File: config.mk
export PLATFORM = sky130hd
export DESIGN_NAME = enc_position_ctrl
export DESIGN_NICKNAME = d
export VERILOG_FILES = /design/src/rtl/enc_position_ctrl.sv
export SDC_FILE = /design/constraint.sdc
export NUM_CORES = 1
export LEC_CHECK = 0
export BUFFER_PORTS_ARGS = -buffer_cell sky130_fd_sc_hd__buf_4
export CELL_PAD_IN_SITES_DETAIL_PLACEMENT = 2
export CELL_PAD_IN_SITES_GLOBAL_PLACEMENT = 2
export CORE_MARGIN = 4
export CORE_UTILIZATION = 36
export DETAILED_ROUTE_END_ITERATION = 8
export PLACE_DENSITY = 0.79
export SLEW_MARGIN = 15
export SYNTH_ARGS = -nofsm -noshare
export SYNTH_HDL_FRONTEND = slang
export SYNTH_SLANG_ARGS = --single-unit
File: constraint.sdc
create_clock -name clk -period 2.3 [get_ports clk]
set_input_delay 0.345 -clock clk [delete_from_list [all_inputs] [get_ports clk]]
set_output_delay 0.345 -clock clk [all_outputs]
set_load 0.02 [all_outputs]
File: src/rtl/enc_position_ctrl.sv
// Quadrature encoder position tracker: synchronizes encoder, button and switch
// inputs, decodes full detents into +/-1 steps and offers the position over a valid/ready handshake.
module enc_position_ctrl #(
  parameter int WIDTH   = 5,
  parameter int MAX_POS = 31,
  parameter int WRAP    = 1
) (
  input  logic             clk,
  input  logic             rst_n,
  input  logic             a_in,
  input  logic             b_in,
  input  logic             btn_in,
  input  logic             sw_in,
  output logic [WIDTH-1:0] pos_out,
  output logic             upd_valid,
  input  logic             upd_ready,
  output logic [1:0]       dir,
  output logic             disp_en,
  output logic             err
);

  typedef enum logic [2:0] {
    S_IDLE, S_CW1, S_CW2, S_CW3, S_CCW1, S_CCW2, S_CCW3, S_RESYNC
  } state_t;

  localparam logic [WIDTH-1:0] MAX_V = WIDTH'(MAX_POS);
  localparam logic [WIDTH-1:0] ONE_V = WIDTH'(1);

  logic [1:0]       ab_meta_q, ab_meta_d, ab_q, ab_d;
  logic             btn_meta_q, btn_meta_d, btn_q, btn_d, btn_prev_q, btn_prev_d;
  logic             sw_meta_q, sw_meta_d, sw_q, sw_d;
  state_t           state_q, state_d;
  logic             err_q, err_d;
  logic [WIDTH-1:0] pos_q, pos_d, pos_out_q, pos_out_d;
  logic [1:0]       dir_q, dir_d;
  logic             valid_q, valid_d;
  logic             step_up, step_dn, illegal, btn_rise;

  always_comb begin
    ab_meta_d  = {a_in, b_in};
    ab_d       = ab_meta_q;
    btn_meta_d = btn_in;
    btn_d      = btn_meta_q;
    btn_prev_d = btn_q;
    sw_meta_d  = sw_in;
    sw_d       = sw_meta_q;
  end

  // NOTE: every output of a combinational block gets a default first, so no path leaves it unassigned and no latch is inferred.
  always_comb begin
    state_d = state_q;
    step_up = 1'b0;
    step_dn = 1'b0;
    illegal = 1'b0;
    // Each state accepts its own code (hold), the next code (advance) or the
    // previous code (back-step); the only remaining code is illegal.
    case (state_q)
      S_IDLE:   case (ab_q)
                  2'b01:   state_d = S_CW1;
                  2'b10:   state_d = S_CCW1;
                  2'b00:   illegal = 1'b1;
                  default: ;
                endcase
      S_CW1:    case (ab_q)
                  2'b11:   state_d = S_IDLE;
                  2'b00:   state_d = S_CW2;
                  2'b10:   illegal = 1'b1;
                  default: ;
                endcase
      S_CW2:    case (ab_q)
                  2'b01:   state_d = S_CW1;
                  2'b10:   state_d = S_CW3;
                  2'b11:   illegal = 1'b1;
                  default: ;
                endcase
      S_CW3:    case (ab_q)
                  2'b00:   state_d = S_CW2;
                  2'b11:   begin state_d = S_IDLE; step_up = 1'b1; end
                  2'b01:   illegal = 1'b1;
                  default: ;
                endcase
      S_CCW1:   case (ab_q)
                  2'b11:   state_d = S_IDLE;
                  2'b00:   state_d = S_CCW2;
                  2'b01:   illegal = 1'b1;
                  default: ;
                endcase
      S_CCW2:   case (ab_q)
                  2'b10:   state_d = S_CCW1;
                  2'b01:   state_d = S_CCW3;
                  2'b11:   illegal = 1'b1;
                  default: ;
                endcase
      S_CCW3:   case (ab_q)
                  2'b00:   state_d = S_CCW2;
                  2'b11:   begin state_d = S_IDLE; step_dn = 1'b1; end
                  2'b10:   illegal = 1'b1;
                  default: ;
                endcase
      S_RESYNC: if (ab_q == 2'b11) state_d = S_IDLE;
      default:  state_d = S_IDLE;
    endcase
    if (illegal) state_d = S_RESYNC;
    err_d = illegal;
  end

  assign btn_rise = btn_q & ~btn_prev_q;

  always_comb begin
    pos_d = pos_q;
    dir_d = dir_q;
    if (btn_rise) begin
      pos_d = '0;
      dir_d = 2'b00;
    end else if (step_up) begin
      dir_d = 2'b01;
      if (pos_q == MAX_V) pos_d = (WRAP != 0) ? '0 : MAX_V;
      else                pos_d = pos_q + ONE_V;
    end else if (step_dn) begin
      dir_d = 2'b10;
      if (pos_q == '0) pos_d = (WRAP != 0) ? MAX_V : '0;
      else             pos_d = pos_q - ONE_V;
    end
  end

  // A pending value is held until taken; a fresh load only happens from the idle side.
  always_comb begin
    valid_d   = valid_q;
    pos_out_d = pos_out_q;
    if (valid_q) begin
      if (upd_ready) valid_d = 1'b0;
    end else if (sw_q && (pos_q != pos_out_q)) begin
      valid_d   = 1'b1;
      pos_out_d = pos_q;
    end
  end

  // NOTE: sequential state uses non-blocking assignments so all flops update from pre-edge values.
  always_ff @(posedge clk or negedge rst_n) begin
    if (!rst_n) begin
      ab_meta_q  <= 2'b11;
      ab_q       <= 2'b11;
      btn_meta_q <= 1'b0;
      btn_q      <= 1'b0;
      btn_prev_q <= 1'b0;
      sw_meta_q  <= 1'b0;
      sw_q       <= 1'b0;
      state_q    <= S_IDLE;
      err_q      <= 1'b0;
      pos_q      <= '0;
      dir_q      <= 2'b00;
      pos_out_q  <= '0;
      valid_q    <= 1'b0;
    end else begin
      ab_meta_q  <= ab_meta_d;
      ab_q       <= ab_d;
      btn_meta_q <= btn_meta_d;
      btn_q      <= btn_d;
      btn_prev_q <= btn_prev_d;
      sw_meta_q  <= sw_meta_d;
      sw_q       <= sw_d;
      state_q    <= state_d;
      err_q      <= err_d;
      pos_q      <= pos_d;
      dir_q      <= dir_d;
      pos_out_q  <= pos_out_d;
      valid_q    <= valid_d;
    end
  end

  assign pos_out   = pos_out_q;
  assign upd_valid = valid_q;
  assign dir       = dir_q;
  assign disp_en   = sw_q;
  assign err       = err_q;

endmodule

==> impl_metrics.env, run 1 <==
export IMPL_run_status="completed"
export IMPL_power_switching_share_pct=41.7
export IMPL_boundaryPins=17
export IMPL_timing_critical_path_cells="inv_1, ha_1, or2b_2, nor3b_1, nor4_4, nand4_2, mux2_1"
export IMPL_slowest_delay_ns=0.56
export IMPL_final_hold_worst_slack_ns=0.180
export IMPL_synth_ff_latch_count=26
export IMPL_antenna_found_initial=0
export IMPL_antenna_left=0
export IMPL_dp_hpwl_mm=2.77
export IMPL_drive_gt1_share_pct=22.4
export IMPL_dr_pass1_iters=4
export IMPL_first_global_vias=1274
export IMPL_synth_yosys_seq_area_share_pct=45.9
export IMPL_grt_usage_pct=15.8
export IMPL_finClkSkew_ns=0.00163
export IMPL_route_detailed_vias_per_inst=5.32
export IMPL_switching_power_mw=0.835
export IMPL_ys_types=43
export IMPL_netlist_instances=144
export IMPL_post_cts_resized=0
export IMPL_worst_ir_drop_vdd_mv=0.424
export IMPL_final_number_of_setup_violating_endpoints=0
export IMPL_element_type_at_the_critical_path_start="register"
export IMPL_cts_tree="done"
export IMPL_rows=22
export IMPL_fin_tns_setup_ns=0
export IMPL_die_w_um=71
export IMPL_edff_count_synth=0
export IMPL_place_detailed_instances=208
export IMPL_port_buffer_count=16
export IMPL_report_final_slew_viol_count=0
export IMPL_num_antenna_cells=0
export IMPL_worstHoldPathType="input port to register"
export IMPL_post_cts_setup_buffers=0
export IMPL_postSynthAreaPerCell_um2=9.92
export IMPL_ctsLongestPathBuffers=2
export IMPL_cap_viol_max_count=0
export IMPL_numCtsBuffers=3
export IMPL_yosys_top_cells_count="22 x dfrtp_1, 12 x o21ai_0, 11 x nor2_1"
export IMPL_cellPowerDensity_nw_per_um2=1190
export IMPL_maximum_number_of_pins_on_one_net_before_global_route_repair=27
export IMPL_syn_nets=158
export IMPL_coreArea_um2=3740
export IMPL_initial_core_util_pct=38.2
export IMPL_timing_final_crit_period_ns=2.18
export IMPL_sort_of_element_at_the_end_of_the_critical_path="register"
export IMPL_clock_sinks=26
export IMPL_critical_setup_path_kind="register to register"
export IMPL_slew_at_the_pin_with_the_worst_max_slew_slack_ns=0.534
export IMPL_period_share_pct=94.8
export IMPL_power_combinational_fraction_pct=49.5
export IMPL_rsz_0062_raised_after_global_routing="no"
export IMPL_wire_length_after_detailed_routing_mm=3.54
export IMPL_clk_insertion_delay_late_ns=0.26
export IMPL_wire_length_of_the_first_global_routing_pass_mm=6.33
export IMPL_timing_critical_path_required_ns=2.45
export IMPL_final_cells=213
export IMPL_vias=1133
export IMPL_filler_instances=423
export IMPL_cellInternalPower_mw=1.16
export IMPL_async_reset_ff_share_pct=100
export IMPL_crit_arrival_ns=2.33
export IMPL_detail_route_iter0_violations=25
export IMPL_drt_wirelength_per_cell_um=16.6
export IMPL_gp_routability_congestion=0.758
export IMPL_final_cell_area_um2=1680
export IMPL_static_leakage_power_nw=0.778
export IMPL_slowest_stage="dfstp_2"
export IMPL_timing_max_slew_rel_slack_pct=64.1
export IMPL_h_tree_depth=1
export IMPL_synth_most_common_cell="dfrtp_1"
export IMPL_finalNetCount=180
export IMPL_postSynth_topFlopCell="dfrtp_1"
export IMPL_detailed_place_area_um2=1630
export IMPL_path_max_fanout=5
export IMPL_syn2layout_area_growth_pct=17.9
export IMPL_final_number_of_hold_violating_endpoints=0
export IMPL_top_cells_by_area_synth="dfrtp_1 39%, dfstp_2 7.4%, ha_1 6.1%, o21ai_0 4.2%, nand2b_1 3.5%"
export IMPL_cts_root_buf="clkbuf_8"
export IMPL_die_y_um=71
export IMPL_route_detailed_drc=0
export IMPL_synth_warnings=0
export IMPL_fp_dieArea_um2=5040
export IMPL_synth_top_cell_area_share_pct=38.5
export IMPL_synth_top_cell_by_area="dfrtp_1"
export IMPL_maxClockFrequency_mhz=458
export IMPL_design_power_total_mw=2.00
export IMPL_gr_total_overflow=0
export IMPL_clkSlewWorstSetupHoldPaths_ns=0.08
export IMPL_power_share_sequential_pct=37.7
export IMPL_total_standard_cell_area_after_synthesis_um2=1430
export IMPL_clock_network_power_share_pct=12.8
## layout by cell type (no fill, tap or decap), types with 2 or more instances in the layout
| master | instances |
|---|---|
| nor2b_1 | 3 |
| nor3_1 | 2 |
| o21ai_0 | 12 |
| a21oi_1 | 8 |
| a22oi_1 | 2 |
| and3_1 | 3 |
| xnor2_1 | 3 |
| nand2_1 | 9 |
| nor3b_1 | 2 |
| o2111ai_1 | 2 |
| dfrtp_1 | 22 |
| dfstp_2 | 4 |
| clkbuf_8 | 3 |
| mux2_2 | 2 |
| mux2_1 | 2 |
| inv_1 | 7 |
| nor2_1 | 11 |
| nand2b_1 | 8 |
| o311ai_1 | 2 |
| mux2i_1 | 2 |
| nand3_1 | 3 |
| ha_1 | 7 |
| buf_4 | 22 |
| xor2_1 | 3 |
## metal layers
layer  vias up  global-route usage [%]  wire length, um
li1        545                       -                -
met1       573                    18.5             1450
met2        13                    29.0             1970
met3         2                    2.56               97
met4         0                    5.01               24
met5         -                       0                0
## cells by family after synthesis
logic type	synth area share (%)
simple gates	21.1
mux	4.55
xor+xnor	3.68
buf+inv	3.59
flops	45.9
fa+ha+maj	6.13
compound gates	15.1
## state kept, by name, summed over array words and instances (netlist names), 2 cells and up
name	flops
pos_out	5
pos_q	5
state_q	3
ab_d	2
ab_q	2
dir	2
## cell type report
cell class,instances,area [um^2],area share (%)
repair buffers,23,175,10.4
flip-flops and latches,26,656,38.9
multi-input cells,105,722,42.9
inverters,7,26.3,1.56
clock buffers,4,45.0,2.67
well taps,48,60.1,3.57
## metrics by stage
stage                     utilization, %  setup slack (ns)
final                               45.0             0.119
after global routing                45.0           0.00773
after CTS                           45.0             0.109
after detailed placement            43.5             0.115
after global placement              43.5             0.270
after floorplan                        -             0.330
## worst paths after layout
kind                         endpoint  slack (ns)  depth (start not counted)  startpoint
min in group asynchronous     disp_en        0.52                          2       rst_n
max in group asynchronous     ab_q[1]        1.49                          2       rst_n
min                           ab_d[1]        0.18                          1        a_in
min reg2reg                btn_prev_d        0.35                          0       btn_d
max                        state_q[1]        0.12                          7     ab_q[0]
max reg2reg                state_q[1]        0.12                          7     ab_q[0]
## power by group through the flow
stage | sequential (mW) | combinational (mW) | clock, mW
2_1_floorplan | 0.766 | 0.638 | 0
3_3_place_gp | 0.754 | 0.933 | 0
3_5_place_dp | 0.765 | 0.997 | 0
4_1_cts | 0.756 | 1.01 | 0.275
5_1_grt | 0.785 | 1.11 | 0.294
6_report | 0.754 | 0.989 | 0.256
## worst max-delay path: cells and delay by family (launching register included)
family	cells	cell delay, ns
buffers and inverters	1	0.06
adder cells (fa/ha/maj)	1	0.23
AND/OR/NAND/NOR	4	0.87
multiplexers	1	0.35
flip-flops	1	0.56
## repair_timing
| item | in CTS | in global routing |
|---|---|---|
| hold buffers | 1 | 0 |
| hold endpoints to repair | 22 | 0 |
| endpoints found under the setup margin | 0 | 0 |
No activity file was read; power rests on OpenSTA's default activity.
==> inputs of run 2 (changes only) <==
--- a/config.mk
+++ b/config.mk
@@ -8,6 +8,7 @@
 export BUFFER_PORTS_ARGS = -buffer_cell sky130_fd_sc_hd__buf_4
 export CELL_PAD_IN_SITES_DETAIL_PLACEMENT = 2
 export CELL_PAD_IN_SITES_GLOBAL_PLACEMENT = 2
+export CORE_ASPECT_RATIO = 2
 export CORE_MARGIN = 4
 export CORE_UTILIZATION = 36
 export DETAILED_ROUTE_END_ITERATION = 8
==> impl_metrics.env, run 2 (synthesis results as in run 1) <==
export IMPL_antenna_left=0
export IMPL_maxClockFrequency_mhz=476
export IMPL_gp_routability_congestion=0.801
export IMPL_die_y_um=97.1
export IMPL_cts_tree="done"
export IMPL_dr_pass1_iters=4
export IMPL_initial_core_util_pct=37.2
export IMPL_slew_at_the_pin_with_the_worst_max_slew_slack_ns=0.479
export IMPL_rows=32
export IMPL_cap_viol_max_count=0
export IMPL_path_max_fanout=5
export IMPL_final_number_of_setup_violating_endpoints=0
export IMPL_regToRegEndpoint="state_q[2]"
export IMPL_finClkSkew_ns=0.0151
export IMPL_hold_depth=1
export IMPL_final_cell_area_um2=1670
export IMPL_ctsLongestPathBuffers=2
export IMPL_final_cells=214
export IMPL_clkSlewWorstSetupHoldPaths_ns=0.10
export IMPL_gr_total_overflow=0
export IMPL_run_status="completed"
export IMPL_antenna_found_initial=0
export IMPL_boundaryPins=17
export IMPL_num_antenna_cells=0
export IMPL_detailed_place_area_um2=1620
export IMPL_route_detailed_vias_per_inst=5.35
export IMPL_clock_sinks=26
export IMPL_drt_wirelength_per_cell_um=18.5
export IMPL_crit_arrival_ns=2.27
export IMPL_timing_critical_path_from="ab_q[0]"
export IMPL_grt_util_met2_pct=35.2
export IMPL_most_used_routing_layer_in_global_routing="met2"
export IMPL_critical_setup_path_kind="register to register"
export IMPL_vias=1145
export IMPL_worst_slack_ns=0.199
export IMPL_grt_usage_pct=17.8
export IMPL_timing_max_slew_rel_slack_pct=68.1
export IMPL_wire_length_of_the_first_global_routing_pass_mm=6.84
export IMPL_first_global_vias=1377
export IMPL_timing_final_crit_period_ns=2.10
export IMPL_timing_critical_path_required_ns=2.47
export IMPL_rsz_0062_raised_after_global_routing="no"
export IMPL_finalNetCount=178
export IMPL_die_w_um=52.6
export IMPL_worst_ir_drop_vdd_mv=0.648
export IMPL_syn2layout_area_growth_pct=17.1
export IMPL_port_buffer_count=16
export IMPL_numCtsBuffers=3
export IMPL_static_leakage_power_nw=0.768
export IMPL_mostFrequentLayoutCells="22 x dfrtp_1, 20 x buf_4, 12 x o21ai_0, 11 x nor2_1, 9 x nand2_1"
export IMPL_drive_gt1_share_pct=21.5
export IMPL_most_common_library_cell_in_the_layout_ignoring_fill_and_taps="dfrtp_1"
export IMPL_coreArea_um2=3840
export IMPL_fp_dieArea_um2=5100
export IMPL_period_share_pct=91.3
export IMPL_worstRegToRegCells=7
export IMPL_dp_hpwl_mm=3.07
export IMPL_detail_route_iter0_violations=10
export IMPL_timing_critical_path_to="state_q[2]"
export IMPL_final_number_of_hold_violating_endpoints=0
export IMPL_route_detailed_drc=0
export IMPL_grtUsageMet3_pct=1.08
export IMPL_grtUsageMet1_pct=17.6
export IMPL_place_detailed_instances=209
export IMPL_report_final_slew_viol_count=0
export IMPL_maximum_number_of_pins_on_one_net_before_global_route_repair=27
export IMPL_worst_r2r_setup_slack_ns=0.20
export IMPL_clk_insertion_delay_late_ns=0.27
export IMPL_worst_r2r_startpoint="ab_q[0]"
export IMPL_sort_of_element_at_the_end_of_the_critical_path="register"
export IMPL_cellPowerDensity_nw_per_um2=1210
export IMPL_wire_length_after_detailed_routing_mm=3.96
export IMPL_dpl_worst_slack_ns=0.188
export IMPL_worstHoldPathType="input port to register"
export IMPL_element_type_at_the_critical_path_start="register"
export IMPL_fin_tns_setup_ns=0
export IMPL_cts_root_buf="clkbuf_8"
export IMPL_h_tree_depth=1
export IMPL_design_power_total_mw=2.02
==> run 2: changes by cell type in the layout (fill, tap and decap cells not counted), sizes merged <==
cell  delta
buf      -2
==> run 2: critical path, stage by stage, from the launching register on <==
cell	delay [ns]
dfstp_2	0.56
inv_1	0.06
ha_1	0.23
or2b_2	0.20
nor3b_1	0.07
nor4_4	0.37
nand4_2	0.19
mux2_1	0.34
==> run 2: through the flow <==
stage | hold WS (ns) | utilization (%)
6_report | 0.186 | 43.5
5_1_grt | 0.170 | 43.5
4_1_cts | 0.178 | 43.5
3_5_place_dp | 0.280 | 42.1
3_3_place_gp | 0.269 | 42.1
2_1_floorplan | 0.0494 | -
==> run 2: metal layers <==
metal | vias to the layer above | wire length, um
li1 | 543 | -
met3 | 6 | 51
met2 | 13 | 2460
met5 | - | 0
met1 | 583 | 1380
met4 | 0 | 65
==> run 2: final cells by class <==
cell class                      count  area [um^2]
Fill cell                         448         2170
Multi-Input combinational cell    105          722
Sequential cell                    26          656
Inverter                            7         26.3
Timing Repair Buffer               21          160
Tap cell                           51         63.8
Clock buffer                        4         45.0
==> run 2: repair_timing <==
item	CTS	global route
setup buffers	0	0
hold buffers	1	0
resized for setup	0	0
hold endpoints to repair	22	0
==> run 2: power breakdown <==
group	switching [mW]	leakage (nW)	internal (mW)	total, mW
registers	0.190	0.319	0.587	0.777
clock network	0.143	0.0228	0.124	0.267
logic	0.537	0.426	0.438	0.974
==> run 2: worst min-delay path by stage <==
stage | startpoint | to
final | b_in | ab_d[0]
after global routing | a_in | ab_d[1]
after CTS | a_in | ab_d[1]
after detailed placement | rst_n | upd_valid
after global placement | rst_n | upd_valid
after floorplan | rst_n | btn_d
==> inputs of run 3 (changes only) <==
--- a/config.mk
+++ b/config.mk
@@ -5,12 +5,13 @@
 export SDC_FILE = /design/constraint.sdc
 export NUM_CORES = 1
 export LEC_CHECK = 0
+export ABC_AREA = 1
 export BUFFER_PORTS_ARGS = -buffer_cell sky130_fd_sc_hd__buf_4
 export CELL_PAD_IN_SITES_DETAIL_PLACEMENT = 2
 export CELL_PAD_IN_SITES_GLOBAL_PLACEMENT = 2
 export CORE_ASPECT_RATIO = 2
 export CORE_MARGIN = 4
-export CORE_UTILIZATION = 36
+export CORE_UTILIZATION = 34
 export DETAILED_ROUTE_END_ITERATION = 8
 export PLACE_DENSITY = 0.79
 export SLEW_MARGIN = 15
==> impl_metrics.env, run 3 <==
export IMPL_vias=1227
export IMPL_critical_setup_path_kind="register to register"
export IMPL_ctsLongestPathBuffers=2
export IMPL_cellPowerDensity_nw_per_um2=1370
export IMPL_worst_r2r_startpoint="pos_q[0]"
export IMPL_coreArea_um2=4130
export IMPL_total_standard_cell_area_after_synthesis_um2=1480
export IMPL_synth_yosys_seq_area_share_pct=44.4
export IMPL_synth_top_cell_area_share_pct=37.3
export IMPL_path_max_fanout=6
export IMPL_worstRegToRegCells=7
export IMPL_final_number_of_hold_violating_endpoints=0
export IMPL_worstHoldPathType="input port to register"
export IMPL_post_cts_resized=0
export IMPL_syn_nets=191
export IMPL_sort_of_element_at_the_end_of_the_critical_path="register"
export IMPL_postSynth_topFlopCell="dfrtp_1"
export IMPL_most_common_library_cell_in_the_layout_ignoring_fill_and_taps="nand2_1"
export IMPL_route_detailed_drc=0
export IMPL_top_cells_by_area_synth="dfrtp_1 37%, nand2_1 10%, dfstp_2 7.1%, ha_1 5.9%, inv_1 5.1%"
export IMPL_fin_tns_setup_ns=0
export IMPL_rows=33
export IMPL_maximum_number_of_pins_on_one_net_before_global_route_repair=27
export IMPL_die_y_um=101
export IMPL_timing_critical_path_to="pos_q[2]"
export IMPL_edff_count_synth=0
export IMPL_async_reset_ff_share_pct=100
export IMPL_run_status="completed"
export IMPL_dp_hpwl_mm=3.38
export IMPL_syn2layout_area_growth_pct=15.4
export IMPL_mostFrequentLayoutCells="40 x nand2_1, 22 x dfrtp_1, 20 x inv_1, 18 x nor2_1, 16 x buf_4"
export IMPL_grt_usage_pct=17.6
export IMPL_detail_route_iter0_violations=21
export IMPL_antenna_left=0
export IMPL_netlist_instances=177
export IMPL_slowest_stage="dfrtp_1"
export IMPL_maxClockFrequency_mhz=570
export IMPL_boundaryPins=17
export IMPL_timing_critical_path_required_ns=2.52
export IMPL_cts_root_buf="clkbuf_8"
export IMPL_drt_wirelength_per_cell_um=17.0
export IMPL_worst_r2r_setup_slack_ns=0.55
export IMPL_postSynthAreaPerCell_um2=8.34
export IMPL_gp_routability_congestion=0.822
export IMPL_cap_viol_max_count=0
export IMPL_drive_gt1_share_pct=20.6
export IMPL_wire_length_of_the_first_global_routing_pass_mm=6.91
export IMPL_final_number_of_setup_violating_endpoints=0
export IMPL_wire_length_after_detailed_routing_mm=4.18
export IMPL_h_tree_depth=1
export IMPL_synth_most_common_cell="nand2_1"
export IMPL_route_detailed_vias_per_inst=4.99
export IMPL_worst_path_dominant_cell_family="simple AND/OR/NAND/NOR gates"
export IMPL_cp_buffers_inverters=0
export IMPL_slowest_delay_ns=0.47
export IMPL_initial_core_util_pct=35.8
export IMPL_ys_types=29
export IMPL_regToRegEndpoint="pos_q[2]"
export IMPL_numCtsBuffers=3
export IMPL_clkSlewWorstSetupHoldPaths_ns=0.09
export IMPL_filler_instances=490
export IMPL_report_final_slew_viol_count=0
export IMPL_static_leakage_power_nw=0.885
export IMPL_crit_arrival_ns=1.97
export IMPL_gr_total_overflow=0
export IMPL_finalNetCount=209
export IMPL_timing_critical_path_cells="ha_1, nand2_1, nor2_1, ha_1, nor3b_1, nand2_1, a21oi_1"
export IMPL_timing_final_crit_period_ns=1.75
export IMPL_period_share_pct=76.2
export IMPL_synth_warnings=0
export IMPL_clk_insertion_delay_late_ns=0.29
export IMPL_rsz_0062_raised_after_global_routing="no"
export IMPL_finClkSkew_ns=0.00654
export IMPL_die_w_um=54.6
export IMPL_synth_top_cell_by_area="dfrtp_1"
export IMPL_timing_max_slew_rel_slack_pct=70.2
export IMPL_element_type_at_the_critical_path_start="register"
export IMPL_dr_pass1_iters=4
export IMPL_antenna_found_initial=0
export IMPL_worst_ir_drop_vdd_mv=0.626
export IMPL_clock_sinks=26
export IMPL_port_buffer_count=16
export IMPL_num_antenna_cells=0
export IMPL_worstSetupPathDepth=7
export IMPL_yosys_top_cells_count="40 x nand2_1, 22 x dfrtp_1, 20 x inv_1"
export IMPL_first_global_vias=1423
export IMPL_slew_at_the_pin_with_the_worst_max_slew_slack_ns=0.447
export IMPL_cts_tree="done"
export IMPL_timing_critical_path_from="pos_q[0]"
export IMPL_fp_dieArea_um2=5520
export IMPL_synth_ff_latch_count=26
export IMPL_final_hold_worst_slack_ns=0.159
run 3: changes by cell type after synthesis, sizes merged, moves of 8 or more:
cell,previous run,this run
nor2,12,21
nand2,9,48
nand3,3,12
nand2b,8,0
inv,7,22
run 3: repair_timing:
item,4_1_cts,5_1_grt
hold endpoints to repair,22,0
hold buffers,1,0
buffers inserted,0,0
run 3: worst min-delay path by stage:
| stage | startpoint | to | slack [ns] | cells past startpoint |
|---|---|---|---|---|
| floorplan | rst_n | btn_d | 0.05 | 0 |
| global placement | rst_n | pos_q[2] | 0.27 | 1 |
| detailed placement | rst_n | pos_q[2] | 0.27 | 1 |
| CTS | a_in | ab_d[1] | 0.15 | 1 |
| global route | a_in | ab_d[1] | 0.14 | 1 |
| finish | a_in | ab_d[1] | 0.16 | 1 |
run 3: per-stage QoR:
step / cells / cell area, um^2 / total power, mW / util (%) / setup slack [ns]
detailed placement: 241 / 1620 / 1.96 / 39.3 / 0.536
global placement: 241 / 1620 / 1.89 / 39.3 / 0.656
floorplan: 177 / 1480 / 1.61 / - / 0.795
CTS: 246 / 1700 / 2.37 / 41.3 / 0.525
global route: 246 / 1700 / 2.53 / 41.3 / 0.398
finish: 246 / 1700 / 2.33 / 41.3 / 0.547
run 3: layer usage:
layer	up-vias	global-route usage, %	share of wire (%)
li1	597	-	-
met1	617	17.9	36
met2	8	33.5	61
met3	5	1.77	1.1
met4	0	7.49	2.0
met5	-	0	0
run 3: cell families (layout without fill, tap and decap cells):
kind of cell	count (synthesis)	after routing	share of synthesized area (%)
flip-flops	26	26	44.4
XOR/XNOR	7	7	4.15
adder cells (fa/ha/maj)	7	7	5.93
buffers and inverters	26	43	8.39
AND/OR/NAND/NOR	89	89	29.0
AO/OA/AOI/OAI	22	22	8.14
run 3: area by class of cell:
type / instances / area [um^2] / share of cell area [%]
well taps: 52 / 65.1 / 3.82
clock inverters: 1 / 30.0 / 1.76
multi-input cells: 125 / 697 / 40.9
clock buffers: 3 / 41.3 / 2.42
inverters: 22 / 85.1 / 4.99
flip-flops and latches: 26 / 656 / 38.5
repair buffers: 17 / 130 / 7.64
run 3: power breakdown:
group | total [mW] | switching (mW) | internal, mW | leakage [nW]
clock network | 0.393 | 0.159 | 0.234 | 0.0357
logic | 1.11 | 0.694 | 0.418 | 0.535
registers | 0.826 | 0.228 | 0.598 | 0.314
